## config.mk

```make
export PLATFORM = sky130hd
export DESIGN_NAME = register_bank
export DESIGN_NICKNAME = d
export VERILOG_FILES = /design/src/rtl/register_bank.sv
export SDC_FILE = /design/constraint.sdc
export NUM_CORES = 1
export LEC_CHECK = 0
export BUFFER_PORTS_ARGS = -buffer_cell sky130_fd_sc_hd__buf_4
export CORE_ASPECT_RATIO = 1.1
export CORE_UTILIZATION = 37
export DETAILED_ROUTE_END_ITERATION = 8
export PLACE_DENSITY = 0.56
export SYNTH_ARGS = -nofsm -noshare
export SYNTH_HDL_FRONTEND = slang
export SYNTH_SLANG_ARGS = --single-unit
```

## constraint.sdc

```tcl
create_clock -name clk -period 5.3 [get_ports clk]
set_input_delay 0.53 -clock clk [delete_from_list [all_inputs] [get_ports clk]]
set_output_delay 0.53 -clock clk [all_outputs]
set_load 0.1 [all_outputs]
```

## src/rtl/register_bank.sv

```systemverilog
// Multi-register storage: one write port (load/inc/dec/clr), two combinational read ports and a
// registered wrap flag. Define WRITE_BYPASS_EN to forward the pending write value onto read ports.
module register_bank #(
    parameter int unsigned     WIDTH     = 8,
    parameter int unsigned     DEPTH     = 4,
    parameter logic [WIDTH-1:0] RESET_VAL = '0,
    localparam int unsigned    SW        = $clog2(DEPTH)
) (
    input  logic             clk,
    input  logic             res,
    input  logic             we,
    input  logic [SW-1:0]    wsel,
    input  logic [1:0]       op,
    input  logic [WIDTH-1:0] d,
    input  logic [SW-1:0]    rsel_a,
    input  logic [SW-1:0]    rsel_b,
    output logic [WIDTH-1:0] q_a,
    output logic [WIDTH-1:0] q_b,
    output logic             carry
);

    typedef enum logic [1:0] {
        OpLoad = 2'b00,
        OpInc  = 2'b01,
        OpDec  = 2'b10,
        OpClr  = 2'b11
    } op_e;

    logic [WIDTH-1:0] r_regs [DEPTH];
    logic             r_carry;

    logic             w_hit;
    logic             w_wr_valid;
    logic [WIDTH-1:0] w_cur;
    logic [WIDTH-1:0] w_next;
    logic             w_carry_next;

    // Index decode by loop so out-of-range selects simply match nothing.
    always_comb begin
        w_hit = 1'b0;
        w_cur = '0;
        for (int i = 0; i < int'(DEPTH); i++) begin
            if (wsel == SW'(i)) begin
                w_hit = 1'b1;
                w_cur = r_regs[i];
            end
        end
    end

    assign w_wr_valid = we & w_hit;

    always_comb begin
        w_next       = '0;
        w_carry_next = 1'b0;
        unique case (op_e'(op))
            OpLoad: w_next = d;
            OpInc: begin
                w_next       = w_cur + WIDTH'(1);
                w_carry_next = &w_cur;
            end
            OpDec: begin
                w_next       = w_cur - WIDTH'(1);
                w_carry_next = ~|w_cur;
            end
            OpClr: w_next = '0;
            default: w_next = '0;
        endcase
    end

    always_ff @(posedge clk or negedge res) begin
        if (!res) begin
            for (int i = 0; i < int'(DEPTH); i++) begin
                r_regs[i] <= RESET_VAL;
            end
            r_carry <= 1'b0;
        end else if (w_wr_valid) begin
            for (int i = 0; i < int'(DEPTH); i++) begin
                if (wsel == SW'(i)) begin
                    r_regs[i] <= w_next;
                end
            end
            r_carry <= w_carry_next;
        end
    end

    always_comb begin
        q_a = '0;
        q_b = '0;
        for (int i = 0; i < int'(DEPTH); i++) begin
            if (rsel_a == SW'(i)) q_a = r_regs[i];
            if (rsel_b == SW'(i)) q_b = r_regs[i];
        end
`ifdef WRITE_BYPASS_EN
        if (w_wr_valid && (rsel_a == wsel)) q_a = w_next;
        if (w_wr_valid && (rsel_b == wsel)) q_b = w_next;
`else
`endif
    end

    assign carry = r_carry;

endmodule
```

Word-level counts from Yosys, hierarchy flattened
Cells that the tools add are included.
{"block": "word_totals", "register_bits": 33, "inputBits": 19, "out_inout_bits": 17, "wordCells": 49}
{"block": "classes", "addsub": 2, "eq_ne": 12, "n_mux": 18, "n_bitwise": 1, "n_reduce_logical": 11}
{"cell": "$mux W8", "count": 12}
{"cell": "$pmux W8 S4", "count": 1}
{"cell": "$eq A2 B2 Y1 const B", "count": 8}
{"cell": "$add A8 B1 Y8 const B", "count": 1}
{"cell": "$eq A2 B1 Y1 const B", "count": 4}
{"cell": "$logic_not A2 Y1", "count": 4}
{"cell": "$reduce_and A2 Y1", "count": 4}
{"cell": "$reduce_and A8 Y1", "count": 1}
{"cell": "$reduce_or A8 Y1", "count": 1}
{"cell": "$sub A8 B1 Y8 const B", "count": 1}
{"cell": "$mux W1", "count": 4}
{"cell": "$pmux W1 S2", "count": 1}
{"cell": "$and A1 B1 Y1", "count": 1}
{"cell": "$logic_not A1 Y1", "count": 1}

Depth between registers and ports, before layout
Gate-level depths: netlist of the first run.
{"block": "depth", "ltp_word": 8, "ltp_mapped": 11, "depth_no_buf": 9}

Worst setup path before layout of the first run
OpenSTA, ideal clock, no wires.
{"block": "synth_path", "path_type": "in2reg", "startpoint": "input port wsel[0]", "endpoint": "register r_regs[13] (netlist name)", "setup_ns": 0.135, "arrival_time_ns": 2.766, "t_required_ns": 5.165, "path_slack_ns": 2.399, "cell_stages": 9, "n_path_buf": 2, "cell_sequence": "buf_6 -> buf_2 -> mux4_2 -> ha_1 -> nand3_1 -> o22ai_1 -> mux2_2 -> a221oi_2 -> o21ai_0"}
{"block": "synth_between", "elab_chain_len": 7, "word_cells_on_any_way": 17, "classes_between": "add/sub: 2; eq/ne: 3; mux: 9; bitwise: 1; reduce/logical: 2"}
{"element": "start: declaration", "line_no": "12", "source": "input logic [SW-1:0] wsel,"}
{"element": "$logic_not A2 Y1", "line_no": "43", "source": "if (wsel == SW'(i)) begin"}
{"element": "$mux W8 or $mux W1 (tied branches) (4 in series)", "line_no": "43"}
{"element": "$sub A8 B1 Y8, or another cell as far along", "line_no": "62", "source": "w_next = w_cur - WIDTH'(1);"}
{"element": "$pmux W8 S4 or $reduce_and A2 Y1 (tied branches)"}
{"element": "end signal: indexed assignment", "line_no": "79", "source": "r_regs[i] <= w_next;"}
{"element": "end: declaration", "line_no": "29", "source": "logic [WIDTH-1:0] r_regs [DEPTH];"}
Several ways; a longest one is shown, not always the timed one.
A chain may end at the register's enable or synchronous reset.

Worst setup path in the final report of the first run
{"block": "layout_path", "startpoint": "input port wsel[0]", "endpoint": "register r_regs[21] (netlist name)"}
Same word-level chain as after synthesis.

==> results of run 1 <==
layout by cell type (no fill, tap or decap), types with 6 or more instances in the layout:
cell type and count:
a21oi_1 17, buf_4 36, clkbuf_8 7, dfrtp_1 33, ha_1 10, inv_1 6, mux2i_1 9, mux4_2 18
nand2_1 29, nand3_1 6, nor2_1 9, o21ai_0 25
registers in the layout, summed over array words and instances, names as in the netlist:
name	cells
carry	1
r_regs	32
synth_stat cells, types with 4 or more instances:
cell / instances / area share
or3_1: 4 / 0.010
mux4_1: 4 / 0.043
dfrtp_1: 33 / 0.34
ha_1: 10 / 0.051
nor2_1: 9 / 0.014
mux4_2: 18 / 0.17
a21oi_1: 17 / 0.035
clkbuf_1: 7 / 0.011
nand2_1: 29 / 0.044
inv_1: 6 / 0.0092
nand3_1: 6 / 0.012
mux2i_1: 9 / 0.037
o21ai_0: 25 / 0.051
buf_2: 4 / 0.0082
nor3b_1: 4 / 0.012
per-stage QoR:
stage	cells	hold slack, ns	instance area [um2]	util	setup WS (ns)
4_1_cts	344	0.187	2860	0.456	2.33
3_3_place_gp	336	0.500	2760	0.440	2.08
6_report	344	0.174	2860	0.456	2.33
2_1_floorplan	234	0.234	2450	-	2.40
3_5_place_dp	336	0.504	2760	0.440	2.01
5_1_grt	344	0.217	2860	0.456	2.14
area by class of cell:
type | count | area [um2] | area share
multi-input cells | 181 | 1540 | 0.538
clock inverters | 1 | 5.00 | 0.00175
repair buffers | 36 | 270 | 0.0946
flip-flops and latches | 33 | 826 | 0.289
well taps | 80 | 100 | 0.0350
inverters | 6 | 22.5 | 0.00788
clock buffers | 7 | 96.3 | 0.0337
routing by layer:
metal  up-vias  GRT usage
met5         -          0
met4         0     0.0645
met3        10     0.0335
met2        45      0.336
met1       941      0.277
li1        941          -
worst max-delay path: cells and delay by family:
family / cells / cell delay, ns
AND/OR/NAND/NOR: 1 / 0.12
buffers and inverters: 1 / 0.25
multiplexers: 2 / 1.03
AO/OA/AOI/OAI: 3 / 0.79
adder cells (fa/ha/maj): 1 / 0.40
where the power goes:
group,switching [W],internal (W)
clock,0.0000961,0.000117
sequential,0.0000603,0.000316
combinational,0.000478,0.000226
cells by family after synthesis:
logic type,count (synthesis)
AO/OA/AOI/OAI,57
XOR/XNOR,5
adder cells (fa/ha/maj),11
buffers and inverters,20
flip-flops,33
multiplexers,33
AND/OR/NAND/NOR,75
worst paths after layout:
path / startpoint / end / slack (ns) / depth (start not counted)
setup / recovery: wsel[0] / r_regs[21] / 2.33 / 8
hold / removal: res / r_regs[31] / 0.17 / 1
setup reg to reg: r_regs[20] / r_regs[15] / 2.51 / 7
hold reg to reg: r_regs[18] / r_regs[18] / 0.52 / 2
max in group asynchronous: res / r_regs[29] / 4.80 / 1
min in group clk: d[7] / r_regs[31] / 0.50 / 3
==> results.txt, run 1 <==
The flow ran to the end, and the final reports show no timing, DRC or antenna violations. In this run the post-CTS setup repair buffer count came out at 0. The setup skew after layout is 0.0150 ns. The via count of the first global-routing pass came to 1896. Setup violations remaining at the end of the flow were counted as 0. At the worst endpoint, the arrival time is roughly 3.1 ns. The met2 wire length came out at around 3100 um.

The wire length on met1 is 2970 um. The total nets after synthesis is 264. The hold buffer count at CTS came out at 0.

In this run the core area contains 30 standard-cell rows. The count of buffers from port buffering came out at 35. The maximum clock rate is 0.337 GHz. The signal on the critical path passes through buf_4, mux4_1, ha_1, nand3_1, o22ai_1, mux2_2, a221oi_2, o21ai_0. The aggregate global-route resource usage is 0.205. The region available for standard cell placement spans between 6000 and 7000 um2. The post-route antenna net violation count came out at 0. The reported max-cap violation count is 0.

The wire length of the first global-routing pass is 10200 um. The remaining global-route overflow came out at 0. The post-cts resize count came out at 0. The share of cells above drive strength 1 came out at 0.269. The count of flip-flops with a built-in enable after synthesis came out at 0. The mux cell area share after synthesis is 0.254. The standby leakage power is 1.27 nW. Yosys mapped the design onto 45 distinct sky130hd cell types. STA puts the critical path data required time at 5.45 ns. The total power consumption of the routed design is 0.00129 W. The simple-gate share of the synthesized area is 0.154. The relative slew slack came out at 0.463.

Clock tree synthesis selected as its root buffer the cell clkbuf_8. The initial core utilization came out at 0.391. The final hold violation count is 0. The worst-case clock buffer depth is 2.

STA classifies the critical path endpoint as a register. Pin placement for this block handled 36 I/O pins. The largest incremental delay on the critical path is 0.66 ns. The number of inserted diodes is 0.

The class of the worst hold path is in2async. The average vias per placed instance is about 5.6. The post-synthesis sequential area ratio came out at 0.337. The shortest period the worst path allows came out at roughly 3.0 ns.

After synthesis the cells add up to ~2400 um2. TritonCTS built the clock tree. At the end of routability-driven placement, the weighted congestion stood at 0.917.

The die outline area is a little under 7000 um2. The highest fanout seen on the critical path is 17. The height of the chip is 87.3 um. The maximum number of pins on one net before global-route repair is 34. The total number of nets in the final design is roughly 300. Counting flops with an async set or reset pin after synthesis yields a share of 1.00.

The count of yosys warnings during synthesis is 0. In the final timing run, aggregate negative setup slack is 0 ns. The mean routed wirelength per cell is 18.9 um. Setup repair after global routing left no endpoint under its margin. The adder-cell share of the synthesized area came out at 0.0592. The critical path in this run is classified as in2reg. The clock slew seen by the registers of the worst setup and hold paths came out at 0.08 ns. The wire length after detailed routing is 6500 um. The mean area per synthesized cell came out at 10.5 um2. The count of final max-slew check failures is 0. The parity-gate share of the synthesized area counting xor and xnor cells is 0.0240.

The worst-case IR drop observed on VDD is around 0.24 mV. The pre-antenna-repair detailed-routing pass consisted of 4 iterations. The share of the synthesized area in compound gates (AO/OA/AOI/OAI) came out at 0.136. The main combinational cell family by area after synthesis is multiplexers.

The detailed placement HPWL came out at 4690 um. After synthesis the netlist holds a flip-flop and latch count of 33. The H-tree depth came out at 2.

The power density over the cells is 453 nW/um2. The layout-stage area growth over the synthesis result is 16.6%. The initial antenna violation count was 0. The number of fill cells is 619. The gate count after technology mapping came out at 234. After detailed routing, the number of remaining DRC violations is 0.

The wire length on met3 came out at 294 um. The nature of the critical path startpoint is an input port. For this block, the via count after detailed routing is 1937. The clock network latency to the later pin of the worst-skew pair is just under 0.3 ns. The share of the clock period used by the worst path after layout is 0.560. For the pin with the worst max-slew slack, the measured transition is 0.805 ns. For this design, the slowest cell found on the critical path is mux4_1. The width of the die came out at slightly below 80 um. Among all flip-flop cells after synthesis, the most frequent one is dfrtp_1. The detailed router's first-iteration violation count is 153.

The number of clock sinks came out at 33. The CTS buffer count is 5. The uppermost layer routed is met4.
Note: power is estimated with default switching activity, not from simulation.
==> run 2: changes to the inputs <==
PLACE_DENSITY = 0.58   (was 0.56)
clock period = 2.5 ns   (was 5.3 ns; I/O delays follow)
==> run 2 against run 1 <==
  * Non-clock buffer count grew 65
  * Sequential power grew 100%
  * Core utilization grew 10 points
  * Worst hold slack gained 0.052 ns
  * Critical path type is now reg2reg
  * Critical endpoint is now r_regs[23]
  * Highest routed layer unchanged
==> results.txt, run 2 (same netlist as run 1, synthesis figures left out) <==
Result of the run: finished, final reports clean (unchanged). The worst slack after detailed placement was -0.295 ns (was 2.01 ns). The total power consumption of the routed design came to 0.00332 W (was 0.00129 W). The switching power of the nets is 0.00151 W (was 0.000634 W). The share of the clock period used by the worst path after layout came out at 0.985. The start-to-end type of the worst setup path was reg2reg (was in2reg). The CTS buffer count came out at 5 (unchanged). The remaining global-route overflow came out at 0 (unchanged). The register name with the most flops is r_regs (unchanged). The placer congestion estimate came to 0.851 (was 0.917).

The H-tree depth is 2 (unchanged). The detailed placement HPWL came out at 5380 um (was 4690 um). The count of buffers from port buffering came to 35 (unchanged).

The area inside the core boundary is 6270 um2 (unchanged). The met2 track demand over resource came out at 0.373 (was 0.336). RSZ-0062 raised after global routing: yes (was no).

The met1 demand-to-capacity share in global routing came to 0.272 (was 0.277). The height of the chip is 87.3 um (unchanged). The worst path required time came out at 2.66 ns (was 5.45 ns). The internal power was 0.00182 W (was 0.000660 W). The clock tree from TritonCTS is done (unchanged). The post-route antenna net violation count came out at 0 (unchanged). The worst reg-to-reg path cell count is 8 (was 7).

The maximum clock rate is 0.406 GHz. The clock tree root driver cell is clkbuf_8 (unchanged). The wire length of the first global-routing pass came out at 10900 um (was 10200 um). The initial antenna violation count is 0 (unchanged). The wire length after detailed routing is 7200 um (was 6500 um). The share of the core filled with cells in the final layout came out at 0.560 (was 0.456). The clock network latency to the later pin of the worst-skew pair is 0.29 ns (about the same). The part of the total power dissipated in the clock network came out at 0.160 (was 0.165). The via count of the first global-routing pass is 2185 (was 1896). The class of the worst hold path is in2reg (was in2async).

The detailed-route DRC error count came to 0 (unchanged). The final standard cell count with taps included and fillers excluded came to 409 (was 344). The relative slew slack is 0.585 (was 0.463). The count of final max-slew check failures is 0 (unchanged). The aggregate global-route resource usage came to 0.214 (was 0.205). The slew at the pin closest to its max-slew limit came out at 0.619 ns (was 0.805 ns). The total number of nets in the final design is 358 (was 293).

Along the worst hold path, the cell count comes to 3. The highest fanout seen on the critical path came to 8 (was 17). The number of top-level pins came out at 36 (unchanged). The layer with the highest usage after global routing is met2 (unchanged). The power density over the cells is 947 nW/um2 (was 453 nW/um2). The flip-flop count of the largest register after layout is 32 (unchanged). The data arrival at the endpoint of the critical path is 2.63 ns (was 3.12 ns). The via total after detailed routing came out at 2243 (was 1937). Most frequent cells in the layout: buf_4 (99), dfrtp_1 (33), nand2_1 (28), mux4_2 (22), o21ai_0 (16) (was buf_4 (36), dfrtp_1 (33), nand2_1 (29), o21ai_0 (25), mux4_2 (18)).

The met3 capacity usage during global routing is 0.0325 (was 0.0335). The setup skew after layout came out at 0.00565 ns (was 0.0150 ns). The type of destination of the critical path is a register (unchanged).

The sequential share of power is 0.231 (was 0.291). The share of cells above drive strength 1 came out at 0.477 (was 0.269). The clock slew seen by the registers of the worst setup and hold paths is 0.07 ns (was 0.08 ns). The smallest clock period supported by the final layout is computed as 2.46 ns. The initial core utilization was 0.391 (unchanged). The standby leakage power came out at 1.59 nW (was 1.27 nW). The share of total power in combinational logic came out at 0.609 (was 0.544). The maximum number of pins on one net before global-route repair came out at 34 (unchanged). The startpoint of the lowest-slack register-to-register path is r_regs[6] (was r_regs[20]). The final setup violation count is 0 (unchanged). The mean routed wirelength per cell is 17.6 um (was 18.9 um). The largest voltage drop on the vdd net came to 0.460 mV (was 0.241 mV). The number of search-and-repair iterations in the first detailed-routing pass is 4 (unchanged). The leading cell type in the layout, fill and taps excluded is buf_4 (unchanged). The number of cells after detailed placement came out at 395 (was 336). The switching share of power came out at 0.453 (was 0.490). The worst setup path startpoint is r_regs[6] (was wsel[0]).

The detailed router's first-iteration violation count was 92 (was 153). The post-route worst setup slack is 0.0381 ns (was 2.33 ns). The endpoint of the worst-slack reg-to-reg timing path is r_regs[23] (was r_regs[15]). The number of inserted diodes is 0 (unchanged). The worst-case clock buffer depth came to 2 (unchanged). The number of cell rows came to 30 (unchanged). The die outline area was 6950 um2 (unchanged). The average vias per placed instance came out at 5.48 (was 5.63). The nature of the critical path startpoint is a register (was input port).

The internal reg-to-reg setup slack came to 0.04 ns (was 2.51 ns). The width of the die is 79.6 um (unchanged). The end point of the critical path was r_regs[23] (was r_regs[21]). The final hold violation count is 0 (unchanged). The reported max-cap violation count came to 0 (unchanged). The layout-stage area growth over the synthesis result came to 43.3% (was 16.6%). The number of clock sinks is 33 (unchanged).
==> run 2: cell types whose count changed in the layout (fill, tap and decap cells not counted), sizes merged <==
cell         delta
buf            +64
bufinv          +1
clkinv          -1
dlygate4sd3     +1
==> run 2: what timing repair did <==
item,4_1_cts,5_1_grt
buffers inserted,1,4
endpoints found under the setup margin,11,16
gates resized for setup,6,32
pin swaps,2,11
hold endpoints to repair,33,0
hold buffers,1,0
==> run 2: area by class of cell <==
cell class                      count  area [um2]
Inverter                            6        22.5
Clock buffer                        7        86.3
Timing Repair Buffer              101         764
Clock inverter                      1        30.0
Sequential cell                    33         826
Tap cell                           80         100
Multi-Input combinational cell    181        1680
Fill cell                         545        2760
==> run 2: worst max-delay path, stage by stage, from the launching register on <==
cell and delay [ns]:
dfrtp_1 0.40, mux4_2 0.54, ha_4 0.27, a21oi_2 0.22, nand3_2 0.13, o21ai_4 0.26
buf_4 0.15, nor3_1 0.04, or3_1 0.34
==> run 2: stage by stage <==
stage	instance area, um2	hold slack [ns]	TNS, ns
after global routing	3510	0.243	-0.0745
after global placement	3200	0.225	-2.30
final	3510	0.227	0
after floorplan	2460	-0.0456	-0.0589
after CTS	3360	0.227	-0.0588
after detailed placement	3200	0.226	-3.16
==> run 2: worst min-delay path by stage <==
| stage | from | to |
|---|---|---|
| floorplan | res | carry |
| global placement | res | r_regs[6] |
| detailed placement | res | r_regs[6] |
| CTS | d[7] | r_regs[31] |
| global route | d[7] | r_regs[31] |
| finish | d[7] | r_regs[31] |
==> run 2: power groups by stage <==
stage	sequential (W)	clock (W)	combinational [W]
2_1_floorplan	0.000768	0	0.00123
3_3_place_gp	0.000767	0	0.00183
3_5_place_dp	0.000773	0	0.00186
4_1_cts	0.000764	0.000538	0.00189
5_1_grt	0.000781	0.000558	0.00214
6_report	0.000767	0.000533	0.00202
==> run 2: metal layers <==
layer  vias to the layer above  share of wire
met5                         -              0
met4                         0          0.013
met3                         6          0.026
met2                        42           0.51
met1                      1122           0.45
li1                       1073              -
==> run 3: changes to the inputs <==
CAP_MARGIN = 10   (was default)
clock period = 2.06 ns   (was 2.5 ns; I/O delays follow)
==> run 3 against run 2 <==
  * First-iteration DRC count is 25% higher
  * Clock power is 5.1% lower
  * Critical endpoint is now r_regs[13]
  * The run now ends with setup timing left
  * Die area stayed put
  * Setup slack worse by 0.40 ns
  * Combinational power is 25% higher
  * Sequential power is 19% higher
  * Cell count is 0.73% higher
  * Core utilization is 1.4 points higher
  * Largest cell class unchanged
  * Clock skew is 0.0035 ns lower
  * Register-to-register slack worse by 0.40 ns
==> results.txt, run 3 (same netlist as run 1, synthesis figures left out) <==
The number of fill cells came out at 561 (was 545). The final reports fail on setup timing. The type of destination of the critical path is a register (unchanged). The start-to-end type of the worst setup path was reg2reg (unchanged). The detailed router's first-iteration violation count is 115 (was 92). The die outline area is 6950 um2 (unchanged). The clock network latency to the later pin of the worst-skew pair came out at 0.28 ns (was 0.29 ns). The relative slew slack is 0.702 (was 0.585). The final standard cell count with taps included and fillers excluded is 412 (was 409). The shortest period the worst path allows came out at 2.42 ns (was 2.46 ns).

The post-route worst setup slack came to -0.364 ns (was 0.0381 ns). The reported max-cap violation count came out at 0 (unchanged). The number of cell rows came out at 30 (unchanged). The detailed-route DRC error count came to 0 (unchanged).

The average vias per placed instance came to 5.51 (was 5.48). The via total after detailed routing came to 2270 (was 2243). The number of inserted diodes came out at 0 (unchanged). The flip-flop count of the largest register after layout was 32 (unchanged). The power density over the cells is 1100 nW/um2 (was 947 nW/um2).

The clock tree root driver cell is clkbuf_8 (unchanged). The initial core utilization came out at 0.391 (unchanged). The aggregate global-route resource usage is 0.230 (was 0.214).

The number of search-and-repair iterations in the first detailed-routing pass was 4 (unchanged). The number of top-level pins came out at 36 (unchanged). The share of the core filled with cells in the final layout came out at 0.574 (was 0.560). The maximum number of pins on one net before global-route repair came to 34 (unchanged). The width of the die came out at 79.6 um (unchanged). The share of total power in combinational logic came to 0.640 (was 0.609). The mean routed wirelength per cell was 17.6 um (about the same).

The final hold violation count is 0 (unchanged). The H-tree depth is 2 (unchanged). The largest voltage drop on the vdd net is 0.639 mV (was 0.460 mV).

Result of the run: finished, violations left (was finished, final reports clean). The setup skew after layout came out at 0.00214 ns (was 0.00565 ns). The internal power is 0.00211 W (was 0.00182 W). The wire length of the first global-routing pass was 11500 um (was 10900 um). The count of buffers from port buffering is 35 (unchanged). The part of the total power dissipated in the clock network came out at 0.128 (was 0.160).

The height of the chip came out at 87.3 um (unchanged). The CTS buffer count is 5 (unchanged). The area inside the core boundary came out at 6270 um2 (unchanged). The data arrival at the endpoint of the critical path is 2.59 ns (was 2.63 ns).

The standby leakage power is 1.61 nW (was 1.59 nW). The clock slew seen by the registers of the worst setup and hold paths came out at 0.07 ns (about the same). The slew at the pin closest to its max-slew limit came out at 0.447 ns (was 0.619 ns). The clock tree from TritonCTS is done (unchanged). The share of cells above drive strength 1 came to 0.524 (was 0.477). The share of the clock period used by the worst path after layout is 1.18 (was 0.985).

The total number of nets in the final design is 362 (was 358). The highest fanout seen on the critical path is 5 (was 8). The sequential share of power came to 0.232 (was 0.231). The leading cell type in the layout, fill and taps excluded is buf_4 (unchanged). The count of final max-slew check failures came out at 0 (unchanged). The register name with the most flops is r_regs (unchanged). The post-route antenna net violation count is 0 (unchanged). The via count of the first global-routing pass came to 2284 (was 2185). The layout-stage area growth over the synthesis result came out at 46.9% (was 43.3%).

The smallest hold slack is 0.186 ns (was 0.227 ns). The class of the worst hold path is in2reg (unchanged). Most frequent cells in the layout: buf_4 (100), dfrtp_1 (33), nand2_1 (29), mux4_2 (22) (was buf_4 (99), dfrtp_1 (33), nand2_1 (28), mux4_2 (22), o21ai_0 (16)). The remaining global-route overflow came out at 0 (unchanged). The initial antenna violation count is 0 (unchanged). The number of cells after detailed placement came out at 403 (was 395). RSZ-0062 raised after global routing: yes (unchanged). The worst-case clock buffer depth was 2 (unchanged). The switching share of power came out at 0.466 (was 0.453). The wire length after detailed routing came to 7270 um (was 7200 um). The final setup violation count was 24 (was 0). The detailed placement HPWL is 5450 um (was 5380 um). The nature of the critical path startpoint was a register (unchanged). The maximum clock rate is 0.412 GHz (was 0.406 GHz). The number of clock sinks is 33 (unchanged).

The worst path required time came out at 2.22 ns (was 2.66 ns). The placer congestion estimate is 0.855 (was 0.851). The switching power of the nets came out at 0.00184 W (was 0.00151 W).
-- run 3: changes by cell type in the layout (fill, tap and decap cells not counted), moves of 2 or more --
cell	before	now
a21oi_1	11	5
a21oi_2	5	8
a21oi_4	1	4
buf_6	1	3
nor3b_1	4	2
nor3b_2	0	2
o21ai_0	16	9
o21ai_2	0	7
-- run 3: power groups by stage --
stage | Clock (W) | Combinational (W) | Sequential (W)
detailed placement | 0 | 0.00235 | 0.000920
finish | 0.000506 | 0.00253 | 0.000914
floorplan | 0 | 0.00155 | 0.000932
global route | 0.000548 | 0.00268 | 0.000933
CTS | 0.000523 | 0.00245 | 0.000912
global placement | 0 | 0.00232 | 0.000920
-- run 3: path summary, 6_finish.rpt --
check,startpoint,end,slack [ns],cells past startpoint
min in group asynchronous,res,r_regs[25],0.41,2
hold / removal,d[7],r_regs[31],0.19,3
max in group asynchronous,res,r_regs[4],1.33,2
setup reg to reg,r_regs[2],r_regs[13],-0.36,7
hold reg to reg,carry,carry,0.54,1
setup / recovery,r_regs[2],r_regs[13],-0.36,7
-- run 3: cell type report --
type                            count  area [um2]  area share
Sequential cell                    33         826       0.229
Timing Repair Buffer              105         815       0.226
Multi-Input combinational cell    181        1750       0.486
Tap cell                           80         100      0.0278
Inverter                            6        22.5     0.00626
Clock buffer                        7        86.3      0.0240
-- run 3: routing by layer --
layer / GRT usage / part of all wire / vias up
met1: 0.299 / 0.45 / 1121
li1: - / - / 1075
met3: 0.0366 / 0.041 / 17
met4: 0.0959 / 0.035 / 0
met2: 0.378 / 0.47 / 57
met5: 0 / 0 / -
-- run 3: through the flow --
step                power [W]  cell area (um2)  TNS, ns  setup slack, ns
floorplan             0.00249             2540    -4.56           -0.330
global placement      0.00324             3340    -9.67           -0.491
detailed placement    0.00327             3340   -10.27           -0.575
CTS                   0.00388             3520    -6.10           -0.392
global route          0.00416             3600    -8.56           -0.466
finish                0.00395             3600    -6.00           -0.364
-- run 3: critical path, stage by stage, from the launching register on --
cell      delay, ns
dfrtp_1        0.40
mux4_2         0.52
ha_4           0.33
nand3_2        0.10
o22ai_2        0.19
mux2_4         0.33
a221oi_4       0.31
o21ai_1        0.11
-- run 3: repair_timing --
action,4_1_cts,5_1_grt
setup endpoints to repair,28,27
hold buffers,1,0
setup buffers,0,3
hold endpoints to repair,33,0
pin swaps,18,12
resized for setup,31,17
